File: config.mk
export PLATFORM = sky130hd
export DESIGN_NAME = block_mem_ctrl
export DESIGN_NICKNAME = d
export VERILOG_FILES = /design/src/rtl/block_mem_ctrl.sv
export SDC_FILE = /design/constraint.sdc
export NUM_CORES = 1
export LEC_CHECK = 0
export ABC_CLOCK_PERIOD_IN_PS = 2200
export CAP_MARGIN = 25
export CELL_PAD_IN_SITES_DETAIL_PLACEMENT = 0
export CELL_PAD_IN_SITES_GLOBAL_PLACEMENT = 1
export CORE_MARGIN = 3
export CORE_UTILIZATION = 36
export DETAILED_ROUTE_END_ITERATION = 16
export PLACE_DENSITY = 0.84
export SETUP_SLACK_MARGIN = 0.4
export SKIP_LAST_GASP = 1
export SYNTH_ARGS = -nofsm -noshare
export SYNTH_HDL_FRONTEND = slang
export SYNTH_SLANG_ARGS = --single-unit
File: constraint.sdc
create_clock -name clk -period 2.2 [get_ports clk]
set_input_delay 0.66 -clock clk [delete_from_list [all_inputs] [get_ports clk]]
set_output_delay 0.66 -clock clk [all_outputs]
set_load 0.01 [all_outputs]
File: src/rtl/block_mem_ctrl.sv
// Memory-side responder for a 128-bit cache block port: each block request is
// split into four 32-bit beats on a single-port synchronous SRAM after a programmable wait.
module block_mem_ctrl #(
    parameter int ADDR_W   = 28,
    parameter int WAIT_CYC = 4
) (
    input  logic              clk,
    input  logic              rst_n,
    input  logic              mem_read,
    input  logic              mem_write,
    input  logic [ADDR_W-1:0] mem_addr,
    input  logic [127:0]      mem_wdata,
    output logic [127:0]      mem_rdata,
    output logic              mem_ready,
    output logic              busy,
    output logic              sram_en,
    output logic              sram_we,
    output logic [ADDR_W+1:0] sram_addr,
    output logic [31:0]       sram_wdata,
    input  logic [31:0]       sram_rdata
);
    localparam int WCW = (WAIT_CYC < 2) ? 1 : $clog2(WAIT_CYC + 1);

    typedef enum logic [2:0] {IDLE, WAIT, XFER, DRAIN, RESP, COOL} state_t;

    state_t             state;
    logic               op_write;
    logic [ADDR_W-1:0]  addr_q;
    logic [3:0][31:0]   wdata_q;
    logic [1:0]         beat;
    logic [1:0]         beat_nx;
    logic [WCW-1:0]     wait_cnt;
    logic [2:0][31:0]   rbuf;

    assign beat_nx = beat + 2'd1;

    always_ff @(posedge clk or negedge rst_n) begin
        if (!rst_n) begin
            state      <= IDLE;
            op_write   <= 1'b0;
            addr_q     <= '0;
            wdata_q    <= '0;
            beat       <= '0;
            wait_cnt   <= '0;
            rbuf       <= '0;
            mem_rdata  <= '0;
            mem_ready  <= 1'b0;
            busy       <= 1'b0;
            sram_en    <= 1'b0;
            sram_we    <= 1'b0;
            sram_addr  <= '0;
            sram_wdata <= '0;
        end else begin
            case (state)
                IDLE: begin
                    if (mem_read | mem_write) begin
                        op_write <= mem_write;
                        addr_q   <= mem_addr;
                        wdata_q  <= mem_wdata;
                        beat     <= '0;
                        wait_cnt <= WCW'(WAIT_CYC);
                        busy     <= 1'b1;
                        // With no wait the first beat goes out straight from the request inputs.
                        if (WAIT_CYC == 0) begin
                            state      <= XFER;
                            sram_en    <= 1'b1;
                            sram_we    <= mem_write;
                            sram_addr  <= {mem_addr, 2'b00};
                            sram_wdata <= mem_wdata[31:0];
                        end else begin
                            state <= WAIT;
                        end
                    end
                end
                WAIT: begin
                    if (wait_cnt <= WCW'(1)) begin
                        state      <= XFER;
                        sram_en    <= 1'b1;
                        sram_we    <= op_write;
                        sram_addr  <= {addr_q, 2'b00};
                        sram_wdata <= wdata_q[0];
                    end else begin
                        wait_cnt <= wait_cnt - WCW'(1);
                    end
                end
                XFER: begin
                    // Read word of the previous beat arrives now; shift it in from the top.
                    if (beat != 2'd0)
                        rbuf <= {sram_rdata, rbuf[2:1]};
                    if (beat == 2'd3) begin
                        state   <= DRAIN;
                        sram_en <= 1'b0;
                        sram_we <= 1'b0;
                    end else begin
                        beat       <= beat_nx;
                        sram_addr  <= {addr_q, beat_nx};
                        sram_wdata <= wdata_q[beat_nx];
                    end
                end
                DRAIN: begin
                    state     <= RESP;
                    mem_ready <= 1'b1;
                    if (!op_write)
                        mem_rdata <= {sram_rdata, rbuf};
                end
                RESP: begin
                    state     <= COOL;
                    mem_ready <= 1'b0;
                end
                COOL: begin
                    state <= IDLE;
                    busy  <= 1'b0;
                end
                default: begin
                    state <= IDLE;
                    busy  <= 1'b0;
                end
            endcase
        end
    end
endmodule

==> impl_metrics.toml <==
[detailed_routing]
num_vias = 13800
avgRoutedWirePerCell_um = 19.9
dr.pass1.iters = 5
ant_nets = 0
wirelength_mm = 56.0
initialDrtViolationCount = 846
drc_errors = 0
viasPerCell = 4.91

[critical_path]
timing.rr.end = "sram_addr[24]$_DFFE_PN0P_"
critPathCaptureType = "flip-flop"
worstPathBufferInverterCount = 2
critPathKind = "flip-flop to flip-flop"
reg2reg_depth = 5
startpoint_type = "flip-flop"
reg2reg_slack_ns = 0.27
critPathRequiredTime_ns = 2.67
cp_max_fo = 4
r2r-start = "wait_cnt[2]$_DFFE_PN0P_"
max_stage_delay_ns = 0.56
critPathTopFamily = "simple AND/OR/NAND/NOR gates"
cp.arrival_ns = 2.39
path_cells = "or4b_4, a21oi_4, buf_8, clkbuf_16, mux2_4"
crit_slowest_cell = "or4b_4"

[clock_tree]
clock-sinks = 455
clk_latency_ns = 0.58
clockRootBuffer = "clkbuf_16"
clkSlewWorstSetupHoldPaths_ns = 0.06
htreeDepth = 2
cts_inserted_buffers = 48
cts_tree = "built"
clk_path_buf_depth = 3

[synthesis]
netlist_area_mm2 = 0.0181
syn_nets = 1717
synth_cell_types = 37
async_reset_ff_share_pct = 100
yosysWarningCount = 0
synthTopCellsByArea = "dfrtp_1 63%, mux2_2 16%, nand2_1 9.8%"
synth-edff-count = 0
yosys.area.top_type = "dfrtp_1"
synth.avg_cell_area_um2 = 11.9
yosysTopAreaCellShare_pct = 63.0
seq_area_frac_synth_pct = 63.0
syn_inst = 1522
ys_ff_latch = 455
ys.flop_type = "dfrtp_1"

[finish]
drive_gt1_share_pct = 40.2
nNetsFinal = 2305
instances_no_fill = 2811
n_fill_cell = 4074
diodes = 0
syn2layout_area_growth_pct = 49.4
fin_util_pct = 54.8

[global_route]
grt_overflow = 0
antenna_found_initial = 2
grt_max_degree = 76
grt_use_total_pct = 18.8
grt_pass1_vias = 14000
grt_first_pass_wirelength_mm = 78.8

[power_and_ir_drop]
power.static_leakage_nw = 12.6
power_density_mw_per_mm2 = 1510
ir_drop_mv = 0.602

[sta]
fmax_ghz = 0.519
finalHoldViolations = 0
final-setup-viol-count = 0
finalCritPeriodShare_pct = 87.5
max_slew_margin_pct = 64.4
skew_ns = 0.0131
rsz0062_at_grt = "true"
slew_viol_final = 0
fin_crit_ns = 1.93
worst_slew_pin_slew_ns = 0.533

[floorplanning]
initial_core_util_pct = 36.7
die_area_mm2 = 0.0529
io_pins = 386
die-height_um = 230
core_mm2 = 0.0493
die_x_um = 230
num_rows = 81

[worst_hold_path]
min_path_cells = 2
hp-start = "wdata_q[43]$_DFFE_PN0P_"
min_path_type = "flip-flop to flip-flop"
min_to = "wdata_q[43]$_DFFE_PN0P_"

[place]
hpwl_mm = 33.8
dp_cells = 2544
io_buffers = 385
routabilityCongestion = 0.811

[run]
maxCapViolations = 0

[run_status]
outcome = "complete, no violations"
[cells in the final DEF, fill, tap and decap left out, drive strengths merged, types with 2 or more instances in the layout]
master	netlist	routed
clkdlybuf4s50	0	190
o22ai	31	31
and2	2	2
inv	6	8
ha	3	3
nand2b	3	3
clkinv	0	12
nor3	5	5
a21oi	40	40
nor3b	3	3
nand2	474	474
o21ai	42	42
clkbuf	37	91
nor2b	33	33
nor2	35	35
dfrtp	455	455
mux2	253	253
buf	55	415
a2bb2oi	32	32
bufinv	0	4
[registers in the layout (all words and copies together) (netlist names)]
signal and flops:
state 3, wdata_q 128, sram_addr 30, busy 1, op_write 1, beat 2
sram_wdata 32, wait_cnt 3, mem_ready 1, addr_q 28, rbuf 96, sram_en 1
mem_rdata 128, sram_we 1
[cells in the mapped netlist, types with 5 or more instances]
master       n
nand2_1    474
dfrtp_1    455
mux2_2     253
o21ai_0     41
clkbuf_1    37
nor2_1      35
nor2b_1     33
a2bb2oi_1   32
o22ai_1     31
buf_2       29
a21oi_1     20
a21oi_2     19
buf_4       18
buf_6        7
inv_1        6
nor3_1       5
[worst min-delay path, delay by kind of cell, from the launching register on]
kind             cells  cell delay [ns]
DFF                  1             0.34
and+or+nand+nor      2             0.10
[where the power goes]
group / switching, W / total, W / internal, W / leakage [nW]
logic: 0.00759 / 0.0171 / 0.00947 / 6.31
clock network: 0.00345 / 0.00847 / 0.00502 / 0.828
registers: 0.00277 / 0.0154 / 0.0126 / 5.42
[what timing repair did]
action | CTS | global route
endpoints found under the setup margin | 561 | 607
hold buffers | 1 | 0
hold endpoints to repair | 26 | 0
resized for setup | 892 | 161
setup buffers | 73 | 75
pin swaps | 3 | 6
gates cloned | 4 | 27
[cell families (layout without fill, tap and decap cells)]
| family | Yosys count | count (layout) | synth area share (%) |
|---|---|---|---|
| buffers and inverters | 98 | 723 | 2.90 |
| AOI/OAI and AO/OA | 153 | 153 | 5.72 |
| and+or+nand+nor | 559 | 559 | 12.4 |
| muxes | 254 | 254 | 15.8 |
| DFF | 455 | 455 | 63.0 |
| adders and majority gates | 3 | 3 | 0.208 |
[per-layer routing]
layer  vias up  global-route usage (%)  routed length (um)
met4         2                    4.50                1200
met3        89                    3.75                3500
met2       498                    32.0               27700
li1       6258                       -                   -
met1      6950                    24.7               23600
met5         -                       0                  11
[stage by stage]
step	instance area, um2	total power, W	worst slack [ns]	hold WS [ns]	setup TNS [ns]
5_1_grt	27000	0.0432	0.214	0.498	0
3_3_place_gp	23300	0.0288	-0.0236	0.450	-0.815
4_1_cts	25100	0.0382	0.258	0.470	0
3_5_place_dp	23300	0.0294	-0.0493	0.456	-1.83
2_1_floorplan	18300	0.0223	0.375	0.364	0
6_report	27000	0.0409	0.274	0.469	0
[layout make-up]
| cell class | count | area, um2 | area share [%] |
|---|---|---|---|
| inverters | 6 | 25.0 | 0.0927 |
| repair buffers | 630 | 6350 | 23.5 |
| clock buffers | 68 | 1430 | 5.29 |
| well taps | 664 | 831 | 3.08 |
| multi-input cells | 969 | 6750 | 25.0 |
| clock inverters | 19 | 235 | 0.871 |
| flip-flops and latches | 455 | 11400 | 42.2 |
[worst max path at each step]
stage                                      to  slack, ns               startpoint  depth (start not counted)
floorplan               addr_q[0]$_DFFE_PN0P_       0.38                mem_write                          6
global placement     wdata_q[116]$_DFFE_PN0P_      -0.02                mem_write                          6
detailed placement    wdata_q[19]$_DFFE_PN0P_      -0.05                mem_write                          6
CTS                  sram_addr[7]$_DFFE_PN0P_       0.26      beat[0]$_DFFE_PN0P_                          6
global route        sram_addr[16]$_DFFE_PN0P_       0.21     state[1]$_DFFE_PN0P_                          5
finish              sram_addr[24]$_DFFE_PN0P_       0.27  wait_cnt[2]$_DFFE_PN0P_                          5
Power figures use the tool's default switching activity.
